`config.mk`:
```
export PLATFORM = sky130hd
export DESIGN_NAME = vu_vxu_bptr_ring_flat
export DESIGN_NICKNAME = d
export VERILOG_FILES = /design/src/rtl/vu_vxu_bptr_ring_if.sv /design/src/rtl/vu_vxu_bptr_ring.sv /design/src/flat_wrapper.sv
export SDC_FILE = /design/constraint.sdc
export NUM_CORES = 1
export LEC_CHECK = 0
export CAP_MARGIN = 25
export CELL_PAD_IN_SITES_DETAIL_PLACEMENT = 0
export CELL_PAD_IN_SITES_GLOBAL_PLACEMENT = 1
export CORE_MARGIN = 3
export CORE_UTILIZATION = 41
export DETAILED_ROUTE_END_ITERATION = 10
export PLACE_DENSITY_LB_ADDON = 0.15
export SYNTH_ARGS = -nofsm -noshare
export SYNTH_HDL_FRONTEND = slang
export SYNTH_SLANG_ARGS = --single-unit
```
`constraint.sdc`:
```
create_clock -name clk -period 12.1 [get_ports clk]
set_clock_uncertainty 0.2 [all_clocks]
set_input_delay 1.21 -clock clk [delete_from_list [all_inputs] [get_ports clk]]
set_output_delay 1.21 -clock clk [all_outputs]
set_load 0.03 [all_outputs]
```
`src/rtl/vu_vxu_bptr_ring_if.sv`:
```
// Handshake and status bundle between VXU issue/retire logic and the bank-ring pointer owner.
interface vu_vxu_bptr_ring_if #(
  parameter int unsigned SZ_BPTR = 3,
  parameter int unsigned SZ_BCNT = 4,
  parameter int unsigned SZ_LOOK = 4
);
  logic               cfg_val;
  logic               cfg_rdy;
  logic [SZ_BCNT-1:0] cfg_bcnt;
  logic               issue_val;
  logic               issue_rdy;
  logic               retire_val;
  logic [SZ_LOOK-1:0] look_incr;
  logic [SZ_BPTR-1:0] head;
  logic [SZ_BPTR-1:0] tail;
  logic [SZ_BPTR-1:0] look_ptr;
  logic [SZ_BCNT-1:0] count;
  logic               full;
  logic               empty;
  logic [SZ_BCNT-1:0] bcnt;
  logic               err;

  modport master (
    output cfg_val, cfg_bcnt, issue_val, retire_val, look_incr,
    input  cfg_rdy, issue_rdy, head, tail, look_ptr, count, full, empty, bcnt, err
  );

  modport slave (
    input  cfg_val, cfg_bcnt, issue_val, retire_val, look_incr,
    output cfg_rdy, issue_rdy, head, tail, look_ptr, count, full, empty, bcnt, err
  );
endinterface

```
`src/rtl/vu_vxu_bptr_ring.sv`:
```
// VXU bank-ring head/tail pointer owner with programmable bank count and modulo lookahead.
// Define VU_BPTR_ERR_EN to build the sticky protocol-error flag; otherwise err is tied low.
module vu_vxu_bptr_ring #(
  parameter int unsigned SZ_BPTR = 3,
  parameter int unsigned SZ_BCNT = 4,
  parameter int unsigned SZ_LOOK = 4
) (
  input logic             clk,
  input logic             reset,
  vu_vxu_bptr_ring_if.slave ring
);

  localparam int unsigned SzSum     = SZ_LOOK + 1;
  // Max sum 17 against min bcnt 3 needs at most 5 conditional subtractions.
  localparam int unsigned LookSteps = 5;
  localparam logic [SZ_BCNT-1:0] BcntMin   = SZ_BCNT'(3);
  localparam logic [SZ_BCNT-1:0] BcntMax   = SZ_BCNT'(8);

  logic [SZ_BPTR-1:0] head_q, head_d;
  logic [SZ_BPTR-1:0] tail_q, tail_d;
  logic [SZ_BCNT-1:0] count_q, count_d;
  logic [SZ_BCNT-1:0] bcnt_q, bcnt_d;

  logic full, empty;
  logic cfg_fire, cfg_legal, issue_fire, retire_fire;
  logic [SzSum-1:0] look_mod;

  function automatic logic [SZ_BPTR-1:0] next_ptr(input logic [SZ_BPTR-1:0] p,
                                                  input logic [SZ_BCNT-1:0] n);
    if (SZ_BCNT'(p) + SZ_BCNT'(1) == n) return '0;
    return p + SZ_BPTR'(1);
  endfunction

  assign empty       = (count_q == '0);
  assign full        = (count_q == bcnt_q);
  assign cfg_fire    = ring.cfg_val & empty;
  assign cfg_legal   = (ring.cfg_bcnt >= BcntMin) && (ring.cfg_bcnt <= BcntMax);
  assign issue_fire  = ring.issue_val & ring.issue_rdy;
  assign retire_fire = ring.retire_val & ~empty;

  always_comb begin
    head_d  = head_q;
    tail_d  = tail_q;
    count_d = count_q;
    bcnt_d  = bcnt_q;
    if (cfg_fire) begin
      // Ring is empty here, so count stays 0 and retire cannot fire.
      if (cfg_legal) begin
        bcnt_d = ring.cfg_bcnt;
        head_d = '0;
        tail_d = '0;
      end
    end else begin
      if (issue_fire)  head_d = next_ptr(head_q, bcnt_q);
      if (retire_fire) tail_d = next_ptr(tail_q, bcnt_q);
      case ({issue_fire, retire_fire})
        2'b10:   count_d = count_q + SZ_BCNT'(1);
        2'b01:   count_d = count_q - SZ_BCNT'(1);
        default: count_d = count_q;
      endcase
    end
  end

  always_ff @(posedge clk) begin
    if (reset) begin
      head_q  <= '0;
      tail_q  <= '0;
      count_q <= '0;
      bcnt_q  <= BcntMax;
    end else begin
      head_q  <= head_d;
      tail_q  <= tail_d;
      count_q <= count_d;
      bcnt_q  <= bcnt_d;
    end
  end

  always_comb begin
    look_mod = SzSum'(head_q) + SzSum'(ring.look_incr);
    for (int i = 0; i < LookSteps; i++) begin
      if (look_mod >= SzSum'(bcnt_q)) look_mod = look_mod - SzSum'(bcnt_q);
    end
  end

`ifdef VU_BPTR_ERR_EN
  logic err_q, err_d;

  always_comb begin
    err_d = err_q;
    if ((ring.retire_val & empty) | (cfg_fire & ~cfg_legal) |
        (ring.issue_val & full) | (ring.cfg_val & ~empty)) begin
      err_d = 1'b1;
    end
  end

  always_ff @(posedge clk) begin
    if (reset) err_q <= 1'b0;
    else       err_q <= err_d;
  end

  assign ring.err = err_q;
`else
  assign ring.err = 1'b0;
`endif

  assign ring.cfg_rdy   = empty;
  assign ring.issue_rdy = ~full & ~cfg_fire;
  assign ring.head      = head_q;
  assign ring.tail      = tail_q;
  assign ring.count     = count_q;
  assign ring.bcnt      = bcnt_q;
  assign ring.full      = full;
  assign ring.empty     = empty;
  assign ring.look_ptr  = SZ_BPTR'(look_mod);

endmodule

```
`src/flat_wrapper.sv`:
```
// flat-port wrapper written by rule: the top's interface ports become plain ports
module vu_vxu_bptr_ring_flat 
#(
  parameter int unsigned SZ_BPTR = 3,
  parameter int unsigned SZ_BCNT = 4,
  parameter int unsigned SZ_LOOK = 4
)
  (clk, reset, ring_cfg_val, ring_cfg_bcnt, ring_issue_val, ring_retire_val, ring_look_incr, ring_cfg_rdy, ring_issue_rdy, ring_head, ring_tail, ring_look_ptr, ring_count, ring_full, ring_empty, ring_bcnt, ring_err);
  vu_vxu_bptr_ring_if #(.SZ_BPTR(SZ_BPTR), .SZ_BCNT(SZ_BCNT), .SZ_LOOK(SZ_LOOK)) ring_i ();
  input logic clk;
  input logic reset;
  input wire logic [$bits(ring_i.cfg_val)-1:0] ring_cfg_val;
  input wire logic [$bits(ring_i.cfg_bcnt)-1:0] ring_cfg_bcnt;
  input wire logic [$bits(ring_i.issue_val)-1:0] ring_issue_val;
  input wire logic [$bits(ring_i.retire_val)-1:0] ring_retire_val;
  input wire logic [$bits(ring_i.look_incr)-1:0] ring_look_incr;
  output wire logic [$bits(ring_i.cfg_rdy)-1:0] ring_cfg_rdy;
  output wire logic [$bits(ring_i.issue_rdy)-1:0] ring_issue_rdy;
  output wire logic [$bits(ring_i.head)-1:0] ring_head;
  output wire logic [$bits(ring_i.tail)-1:0] ring_tail;
  output wire logic [$bits(ring_i.look_ptr)-1:0] ring_look_ptr;
  output wire logic [$bits(ring_i.count)-1:0] ring_count;
  output wire logic [$bits(ring_i.full)-1:0] ring_full;
  output wire logic [$bits(ring_i.empty)-1:0] ring_empty;
  output wire logic [$bits(ring_i.bcnt)-1:0] ring_bcnt;
  output wire logic [$bits(ring_i.err)-1:0] ring_err;
  assign ring_i.cfg_val = ring_cfg_val;
  assign ring_i.cfg_bcnt = ring_cfg_bcnt;
  assign ring_i.issue_val = ring_issue_val;
  assign ring_i.retire_val = ring_retire_val;
  assign ring_i.look_incr = ring_look_incr;
  assign ring_cfg_rdy = ring_i.cfg_rdy;
  assign ring_issue_rdy = ring_i.issue_rdy;
  assign ring_head = ring_i.head;
  assign ring_tail = ring_i.tail;
  assign ring_look_ptr = ring_i.look_ptr;
  assign ring_count = ring_i.count;
  assign ring_full = ring_i.full;
  assign ring_empty = ring_i.empty;
  assign ring_bcnt = ring_i.bcnt;
  assign ring_err = ring_i.err;
  vu_vxu_bptr_ring #(.SZ_BPTR(SZ_BPTR), .SZ_BCNT(SZ_BCNT), .SZ_LOOK(SZ_LOOK)) u_core (.clk(clk), .reset(reset), .ring(ring_i));
endmodule
```
==> metrics.txt, run 1 <==
# TYPE chip_impl_metric gauge
chip_impl_info{name="status",value="complete, no violations"} 1
chip_impl_metric{name="syn-num-nets",unit=""} 290
chip_impl_metric{name="syn_inst",unit=""} 242
chip_impl_metric{name="drcViolationCount",unit=""} 0
chip_impl_metric{name="clock_tree.htree_level_count",unit=""} 1
chip_impl_metric{name="share_of_layout_cells_above_drive_strength_1",unit="%"} 12.77
chip_impl_metric{name="cap_viol_max_count",unit=""} 0
chip_impl_metric{name="globalRouteTotalUtil",unit="%"} 15.97
chip_impl_info{name="reg2reg_to",value="u_core.ring.count[3]"} 1
chip_impl_info{name="hold-path-endpoint",value="u_core.ring.count[2]"} 1
chip_impl_info{name="post-synth-top-area-cell",value="sky130_fd_sc_hd__ha_1"} 1
chip_impl_metric{name="worst_slew_margin_rel",unit="%"} 61.79
chip_impl_metric{name="first_global_vias",unit=""} 1818
chip_impl_metric{name="coreArea",unit="mm^2"} 0.004817
chip_impl_metric{name="numCtsBuffers",unit=""} 3
chip_impl_metric{name="wl",unit="um"} 4512
chip_impl_info{name="cp-end-kind",value="output pin"} 1
chip_impl_info{name="holdCritStartpoint",value="u_core.ring.count[2]"} 1
chip_impl_metric{name="grt.overflow.total",unit=""} 0
chip_impl_metric{name="routed_wire_length_per_instance",unit="um"} 13.23
chip_impl_info{name="synthFlopType",value="sky130_fd_sc_hd__dfxtp_1"} 1
chip_impl_info{name="most_common_cell_after_layout_fill_and_taps_aside",value="sky130_fd_sc_hd__clkdlybuf4s50_1"} 1
chip_impl_metric{name="cts-hold-fix-buffers",unit=""} 0
chip_impl_metric{name="final_setup_viols",unit=""} 0
chip_impl_metric{name="initial_utilization",unit="%"} 43.32
chip_impl_metric{name="cp_data_arrival_time",unit="ns"} 9.94
chip_impl_metric{name="vias",unit=""} 1750
chip_impl_metric{name="die_h",unit="um"} 77.35
chip_impl_metric{name="fp.dieArea",unit="mm^2"} 0.005982
chip_impl_metric{name="final_nets",unit=""} 323
chip_impl_info{name="grt_setup_unrepaired",value="no"} 1
chip_impl_metric{name="post-cts-setup-buffer-count",unit=""} 0
chip_impl_info{name="synth.top_cells.by_area",value="sky130_fd_sc_hd__ha_1, sky130_fd_sc_hd__dfxtp_1, sky130_fd_sc_hd__mux2_2, sky130_fd_sc_hd__fa_1, sky130_fd_sc_hd__xnor2_1"} 1
chip_impl_metric{name="cp.required",unit="ns"} 10.69
chip_impl_metric{name="yosys.cell_types.count",unit=""} 48
chip_impl_metric{name="die_w",unit="um"} 77.35
chip_impl_metric{name="met1_length",unit="um"} 2305
chip_impl_metric{name="synth.cell_area",unit="mm^2"} 0.002087
chip_impl_info{name="hold_path.class",value="reg2reg"} 1
chip_impl_metric{name="cts_resized",unit=""} 0
chip_impl_metric{name="drtAntennaViolNets",unit=""} 0
chip_impl_metric{name="min_path_cells",unit=""} 2
chip_impl_metric{name="detailed_place_hpwl",unit="um"} 3746
chip_impl_metric{name="grt_start_max_net_pins",unit=""} 15
chip_impl_metric{name="grt_pass1_wl",unit="um"} 8031
chip_impl_info{name="final_cell_mix",value="sky130_fd_sc_hd__clkdlybuf4s50_1, sky130_fd_sc_hd__ha_1, sky130_fd_sc_hd__nor2_1"} 1
chip_impl_metric{name="num_antenna_cells",unit=""} 0
chip_impl_metric{name="detail_route.first_pass.iterations",unit=""} 4
chip_impl_metric{name="synth-seq-cells",unit=""} 14
chip_impl_info{name="uppermost_signal_routing_layer_after_detailed_routing",value="met3"} 1
chip_impl_info{name="critical_path_class",value="in2out"} 1
chip_impl_metric{name="synth_warn",unit=""} 0
chip_impl_metric{name="clock.fmax",unit="MHz"} 88.07
chip_impl_metric{name="worst_hold_slack",unit="ns"} 0.3418
chip_impl_metric{name="row_count",unit=""} 25
chip_impl_info{name="cts.root.buffer_cell",value="sky130_fd_sc_hd__clkbuf_8"} 1
chip_impl_info{name="r2r-start",value="u_core.ring.count[1]"} 1
chip_impl_metric{name="clk_pin_slew",unit="ns"} 0.06
chip_impl_metric{name="grt_antenna_before_repair",unit=""} 0
chip_impl_metric{name="clock_insertion_delay_worst_skew",unit="ns"} 0.25
chip_impl_metric{name="timing.critical_path.fanout_max",unit=""} 4
chip_impl_metric{name="r2r_slack",unit="ns"} 9.07
chip_impl_metric{name="post-route-util",unit="%"} 52.75
chip_impl_metric{name="met2_length",unit="um"} 2038
chip_impl_metric{name="first_iter_violations",unit=""} 60
chip_impl_metric{name="place.gp.congestion",unit=""} 0.8318
chip_impl_metric{name="ys_seq_area_share",unit="%"} 13.43
chip_impl_metric{name="timing_max_transition_violations_final",unit=""} 0
chip_impl_metric{name="number_of_clock_sinks",unit=""} 14
chip_impl_metric{name="finalCritPeriodShare",unit="%"} 93.84
chip_impl_metric{name="synthArstFlopShare",unit="%"} 0
chip_impl_metric{name="synth_edf_count",unit=""} 0
chip_impl_metric{name="area_delta_synth_final",unit="%"} 21.76
chip_impl_metric{name="finalSetupTns",unit="ns"} 0
chip_impl_metric{name="share_of_the_synthesized_area_in_the_top_cell_type",unit="%"} 16.79
chip_impl_metric{name="boundaryPins",unit=""} 35
chip_impl_metric{name="post-route-worst-setup-slack",unit="ns"} 0.7455
chip_impl_metric{name="slowest_delay",unit="ns"} 0.59
chip_impl_metric{name="syn-mean-instance-area",unit="um^2"} 8.624
chip_impl_metric{name="viasPerCell",unit=""} 5.132
chip_impl_metric{name="timing_worst_slew_pin_value",unit="ns"} 0.5714
chip_impl_metric{name="io_buffers",unit=""} 33
chip_impl_metric{name="finalCriticalPeriod",unit="ns"} 11.35
chip_impl_metric{name="timing.final.hold_violations",unit=""} 0
chip_impl_info{name="startpoint_type",value="input pin"} 1
chip_impl_metric{name="pre_cts_slack",unit="ns"} 0.3920
chip_impl_metric{name="met3_wirelength",unit="um"} 168
chip_impl_metric{name="r2r_cells",unit=""} 12
chip_impl_info{name="cts_tree",value="built"} 1
chip_impl_info{name="cp_slowest_cell",value="sky130_fd_sc_hd__fa_1"} 1
chip_impl_metric{name="maximum_clock_path_buffer_count",unit=""} 2
worst max path at each step:
| stage | startpoint | slack [ns] | depth (start not counted) | end |
|---|---|---|---|---|
| floorplan | ring_look_incr[0] | 1.84 | 38 | ring_look_ptr[0] |
| global placement | ring_look_incr[0] | 0.45 | 39 | ring_look_ptr[1] |
| detailed placement | ring_look_incr[0] | 0.39 | 39 | ring_look_ptr[1] |
| CTS | ring_look_incr[0] | 0.34 | 39 | ring_look_ptr[1] |
| global route | ring_look_incr[0] | 0.01 | 41 | ring_look_ptr[1] |
| finish | ring_look_incr[0] | 0.75 | 39 | ring_look_ptr[2] |
layout make-up:
cell class / instances / area (um^2)
inverter: 18 / 67.56
multi-input combinational: 205 / 1717
tap: 67 / 83.83
clock buffer: 4 / 55.05
sequential: 14 / 280.3
fill: 512 / 2276
timing repair buffer: 33 / 337.8
worst max-delay path, delay by kind of cell:
family | cells | cell delay [ns]
compound gates | 11 | 2.07
simple gates | 12 | 1.83
buf+inv | 3 | 0.72
fa+ha+maj | 7 | 2.16
mux | 6 | 1.95
state kept, by name (all words and copies together), names as in the netlist:
signal,cells
u_core.ring.bcnt,4
u_core.ring.count,4
u_core.ring.head,3
u_core.ring.tail,3
synth_stat cells, types with 7 or more instances:
master	n
sky130_fd_sc_hd__nand2_1	13
sky130_fd_sc_hd__xor2_1	11
sky130_fd_sc_hd__ha_1	28
sky130_fd_sc_hd__nor2_1	20
sky130_fd_sc_hd__fa_1	7
sky130_fd_sc_hd__nand2b_1	8
sky130_fd_sc_hd__a21o_1	9
sky130_fd_sc_hd__mux2_2	18
sky130_fd_sc_hd__xnor2_1	13
sky130_fd_sc_hd__mux2i_1	8
sky130_fd_sc_hd__inv_1	18
sky130_fd_sc_hd__a21oi_1	13
sky130_fd_sc_hd__dfxtp_1	14
per-stage QoR:
step                instance area (um^2)  cells
floorplan                           2087    242
global placement                    2475    337
detailed placement                  2475    337
CTS                                 2530    341
global route                        2541    341
finish                              2541    341
logic make-up (layout without fill, tap and decap cells):
kind of cell / after synthesis / in the layout / synth area share [%]
mux: 27 / 27 / 14.27
xor+xnor: 24 / 24 / 10.07
buf+inv: 23 / 55 / 4.496
flops: 14 / 14 / 13.43
compound gates: 52 / 52 / 17.39
simple gates: 66 / 66 / 16.67
other cells: 1 / 1 / 0.1797
fa+ha+maj: 35 / 35 / 23.50
routing by layer:
metal | vias up | track usage [%]
li1 | 919 | -
met1 | 803 | 21.95
met2 | 28 | 25.99
met3 | 0 | 3.480
met4 | 0 | 2.669
met5 | - | 0
Power of run 1 is left out: the tool's default activity adds up to more than one toggle a clock period on the data nets, which glitch-free logic cannot reach.
==> inputs of run 2 (changes only) <==
--- a/config.mk
+++ b/config.mk
@@ -11,6 +11,7 @@
 export CORE_MARGIN = 3
 export CORE_UTILIZATION = 41
 export DETAILED_ROUTE_END_ITERATION = 10
+export HOLD_SLACK_MARGIN = 0.1
 export PLACE_DENSITY_LB_ADDON = 0.15
 export SYNTH_ARGS = -nofsm -noshare
 export SYNTH_HDL_FRONTEND = slang
==> results of run 2 <==
Final layout, timing and power as in run 1 (identical DEF).
Power of run 2 is left out for the same reason.
==> inputs of run 3 (changes only) <==
==> constraint.sdc (replaced) <==
create_clock -name clk -period 10.96 [get_ports clk]
set_clock_uncertainty 0.2 [all_clocks]
set_input_delay 1.096 -clock clk [delete_from_list [all_inputs] [get_ports clk]]
set_output_delay 1.096 -clock clk [all_outputs]
set_load 0.03 [all_outputs]
==> run 3 against run 2 <==
Net effect: wire length increased by 4.5%; critical path type unchanged; first-iteration DRC count increased by 5.0%; setup slack got worse by 0.40 ns.
==> metrics.txt, run 3 (same netlist as run 1, synthesis figures left out) <==
# TYPE chip_impl_metric gauge
chip_impl_info{name="status",value="complete, no violations"} 1
chip_impl_metric{name="grt_met3_usage",unit="%"} 3.132
chip_impl_metric{name="place.gp.congestion",unit=""} 0.7857
chip_impl_metric{name="grt_pass1_wl",unit="um"} 7948
chip_impl_metric{name="timing_worst_slew_pin_value",unit="ns"} 0.5505
chip_impl_metric{name="post-route-worst-setup-slack",unit="ns"} 0.3499
chip_impl_metric{name="clock_insertion_delay_worst_skew",unit="ns"} 0.24
chip_impl_metric{name="r2r_slack",unit="ns"} 7.93
chip_impl_metric{name="routed_wire_length_per_instance",unit="um"} 13.35
chip_impl_metric{name="final_nets",unit=""} 335
chip_impl_info{name="cp-end-kind",value="output pin"} 1
chip_impl_metric{name="vias",unit=""} 1824
chip_impl_info{name="holdCritStartpoint",value="u_core.ring.count[2]"} 1
chip_impl_metric{name="cp.required",unit="ns"} 9.66
chip_impl_metric{name="slowest_delay",unit="ns"} 0.52
chip_impl_info{name="gr-max-usage-layer",value="met2"} 1
chip_impl_metric{name="boundaryPins",unit=""} 35
chip_impl_metric{name="numCtsBuffers",unit=""} 3
chip_impl_metric{name="die_w",unit="um"} 77.35
chip_impl_metric{name="maximum_clock_path_buffer_count",unit=""} 2
chip_impl_metric{name="viasPerCell",unit=""} 5.167
chip_impl_metric{name="cap_viol_max_count",unit=""} 0
chip_impl_metric{name="multi_input_area",unit="mm^2"} 0.001783
chip_impl_metric{name="coreArea",unit="mm^2"} 0.004817
chip_impl_metric{name="first_iter_violations",unit=""} 63
chip_impl_info{name="reg2reg_to",value="u_core.ring.count[3]"} 1
chip_impl_metric{name="detailed_place_hpwl",unit="um"} 3782
chip_impl_metric{name="post-route-util",unit="%"} 55.69
chip_impl_metric{name="clock_tree.htree_level_count",unit=""} 1
chip_impl_metric{name="use_met1",unit="%"} 22.12
chip_impl_info{name="cp_slowest_cell",value="sky130_fd_sc_hd__clkdlybuf4s50_1"} 1
chip_impl_metric{name="final_setup_viols",unit=""} 0
chip_impl_info{name="hold_path.class",value="reg2reg"} 1
chip_impl_metric{name="dpl.cell_count",unit=""} 343
chip_impl_info{name="r2r-start",value="u_core.ring.count[1]"} 1
chip_impl_metric{name="clock.fmax",unit="MHz"} 94.25
chip_impl_metric{name="finalCritPeriodShare",unit="%"} 96.81
chip_impl_metric{name="first_global_vias",unit=""} 1743
chip_impl_metric{name="fillerInstances",unit=""} 479
chip_impl_metric{name="clk_pin_slew",unit="ns"} 0.06
chip_impl_metric{name="wl",unit="um"} 4714
chip_impl_metric{name="fp.dieArea",unit="mm^2"} 0.005982
chip_impl_metric{name="worst_hold_slack",unit="ns"} 0.3204
chip_impl_metric{name="cp_data_arrival_time",unit="ns"} 9.31
chip_impl_metric{name="globalRouteTotalUtil",unit="%"} 16.01
chip_impl_metric{name="worst_slew_margin_rel",unit="%"} 62.96
chip_impl_metric{name="number_of_clock_sinks",unit=""} 14
chip_impl_metric{name="min_path_cells",unit=""} 2
chip_impl_metric{name="row_count",unit=""} 25
chip_impl_metric{name="area_delta_synth_final",unit="%"} 28.54
chip_impl_metric{name="timing.final.hold_violations",unit=""} 0
chip_impl_metric{name="register_area",unit="um^2"} 280.3
chip_impl_metric{name="pre_cts_slack",unit="ns"} 0.1222
chip_impl_metric{name="grt_antenna_before_repair",unit=""} 0
chip_impl_metric{name="finalCriticalPeriod",unit="ns"} 10.61
chip_impl_metric{name="drtAntennaViolNets",unit=""} 0
chip_impl_info{name="cts_tree",value="built"} 1
chip_impl_metric{name="detail_route.first_pass.iterations",unit=""} 4
chip_impl_metric{name="io_buffers",unit=""} 33
chip_impl_metric{name="die_h",unit="um"} 77.35
chip_impl_metric{name="finish.cell_count_without_fillers",unit=""} 353
chip_impl_info{name="hold-path-endpoint",value="u_core.ring.count[2]"} 1
chip_impl_metric{name="grt.overflow.total",unit=""} 0
chip_impl_info{name="cts.root.buffer_cell",value="sky130_fd_sc_hd__clkbuf_8"} 1
chip_impl_metric{name="drcViolationCount",unit=""} 0
chip_impl_info{name="most_common_cell_after_layout_fill_and_taps_aside",value="sky130_fd_sc_hd__clkdlybuf4s50_1"} 1
chip_impl_metric{name="r2r_cells",unit=""} 12
chip_impl_metric{name="grt_start_max_net_pins",unit=""} 15
chip_impl_metric{name="timing_max_transition_violations_final",unit=""} 0
chip_impl_info{name="final_cell_mix",value="sky130_fd_sc_hd__clkdlybuf4s50_1, sky130_fd_sc_hd__ha_1, sky130_fd_sc_hd__nor2_1"} 1
chip_impl_metric{name="share_of_layout_cells_above_drive_strength_1",unit="%"} 20.63
chip_impl_metric{name="num_antenna_cells",unit=""} 0
chip_impl_info{name="startpoint_type",value="input pin"} 1
chip_impl_metric{name="initial_utilization",unit="%"} 43.32
chip_impl_info{name="critical_path_class",value="in2out"} 1
chip_impl_metric{name="timing.critical_path.fanout_max",unit=""} 5
chip_impl_metric{name="met2_usage_in_global_routing",unit="%"} 26.42
-- run 3: critical path: cells and delay by family --
kind	cells	cell delay [ns]
adders and majority gates	6	1.81
buffers and inverters	3	0.86
xor gates and xnor gates	1	0.09
AOI/OAI and AO/OA	13	2.32
muxes	6	1.85
and+or+nand+nor	10	1.29
-- run 3: layout make-up --
type                    count  share of cell area, %
multi-input cells         205                  66.46
flip-flops and latches     14                  10.45
clock buffers               4                  2.052
repair buffers             45                  15.39
well taps                  67                  3.125
inverters                  18                  2.519
-- run 3: through the flow --
step,cell area [um^2],TNS [ns]
global route,2683,-0.1985
CTS,2567,0
detailed placement,2512,0
floorplan,2087,0
finish,2683,0
global placement,2512,0
-- run 3: per-layer routing --
layer | part of all wire (%) | up-vias
met2 | 48 | 34
met5 | 0 | -
met1 | 49 | 847
li1 | - | 943
met4 | 0 | 0
met3 | 2.3 | 0
-- run 3: worst max path at each step --
stage	start	endpoint	slack (ns)	cells past startpoint
2_1_floorplan	ring_look_incr[0]	ring_look_ptr[0]	0.93	38
3_3_place_gp	ring_look_incr[1]	ring_look_ptr[2]	0.25	41
3_5_place_dp	ring_look_incr[1]	ring_look_ptr[2]	0.12	40
4_1_cts	ring_look_incr[1]	ring_look_ptr[2]	0.11	40
5_1_grt	ring_look_incr[1]	ring_look_ptr[1]	-0.09	39
6_report	ring_look_incr[1]	ring_look_ptr[2]	0.35	39
-- run 3: timing repair --
item / 4_1_cts / 5_1_grt
hold buffers: 0 / 0
gates resized for setup: 0 / 13
endpoints found under the setup margin: 0 / 3
buffers inserted: 0 / 6
Power of run 3 is left out for the same reason.
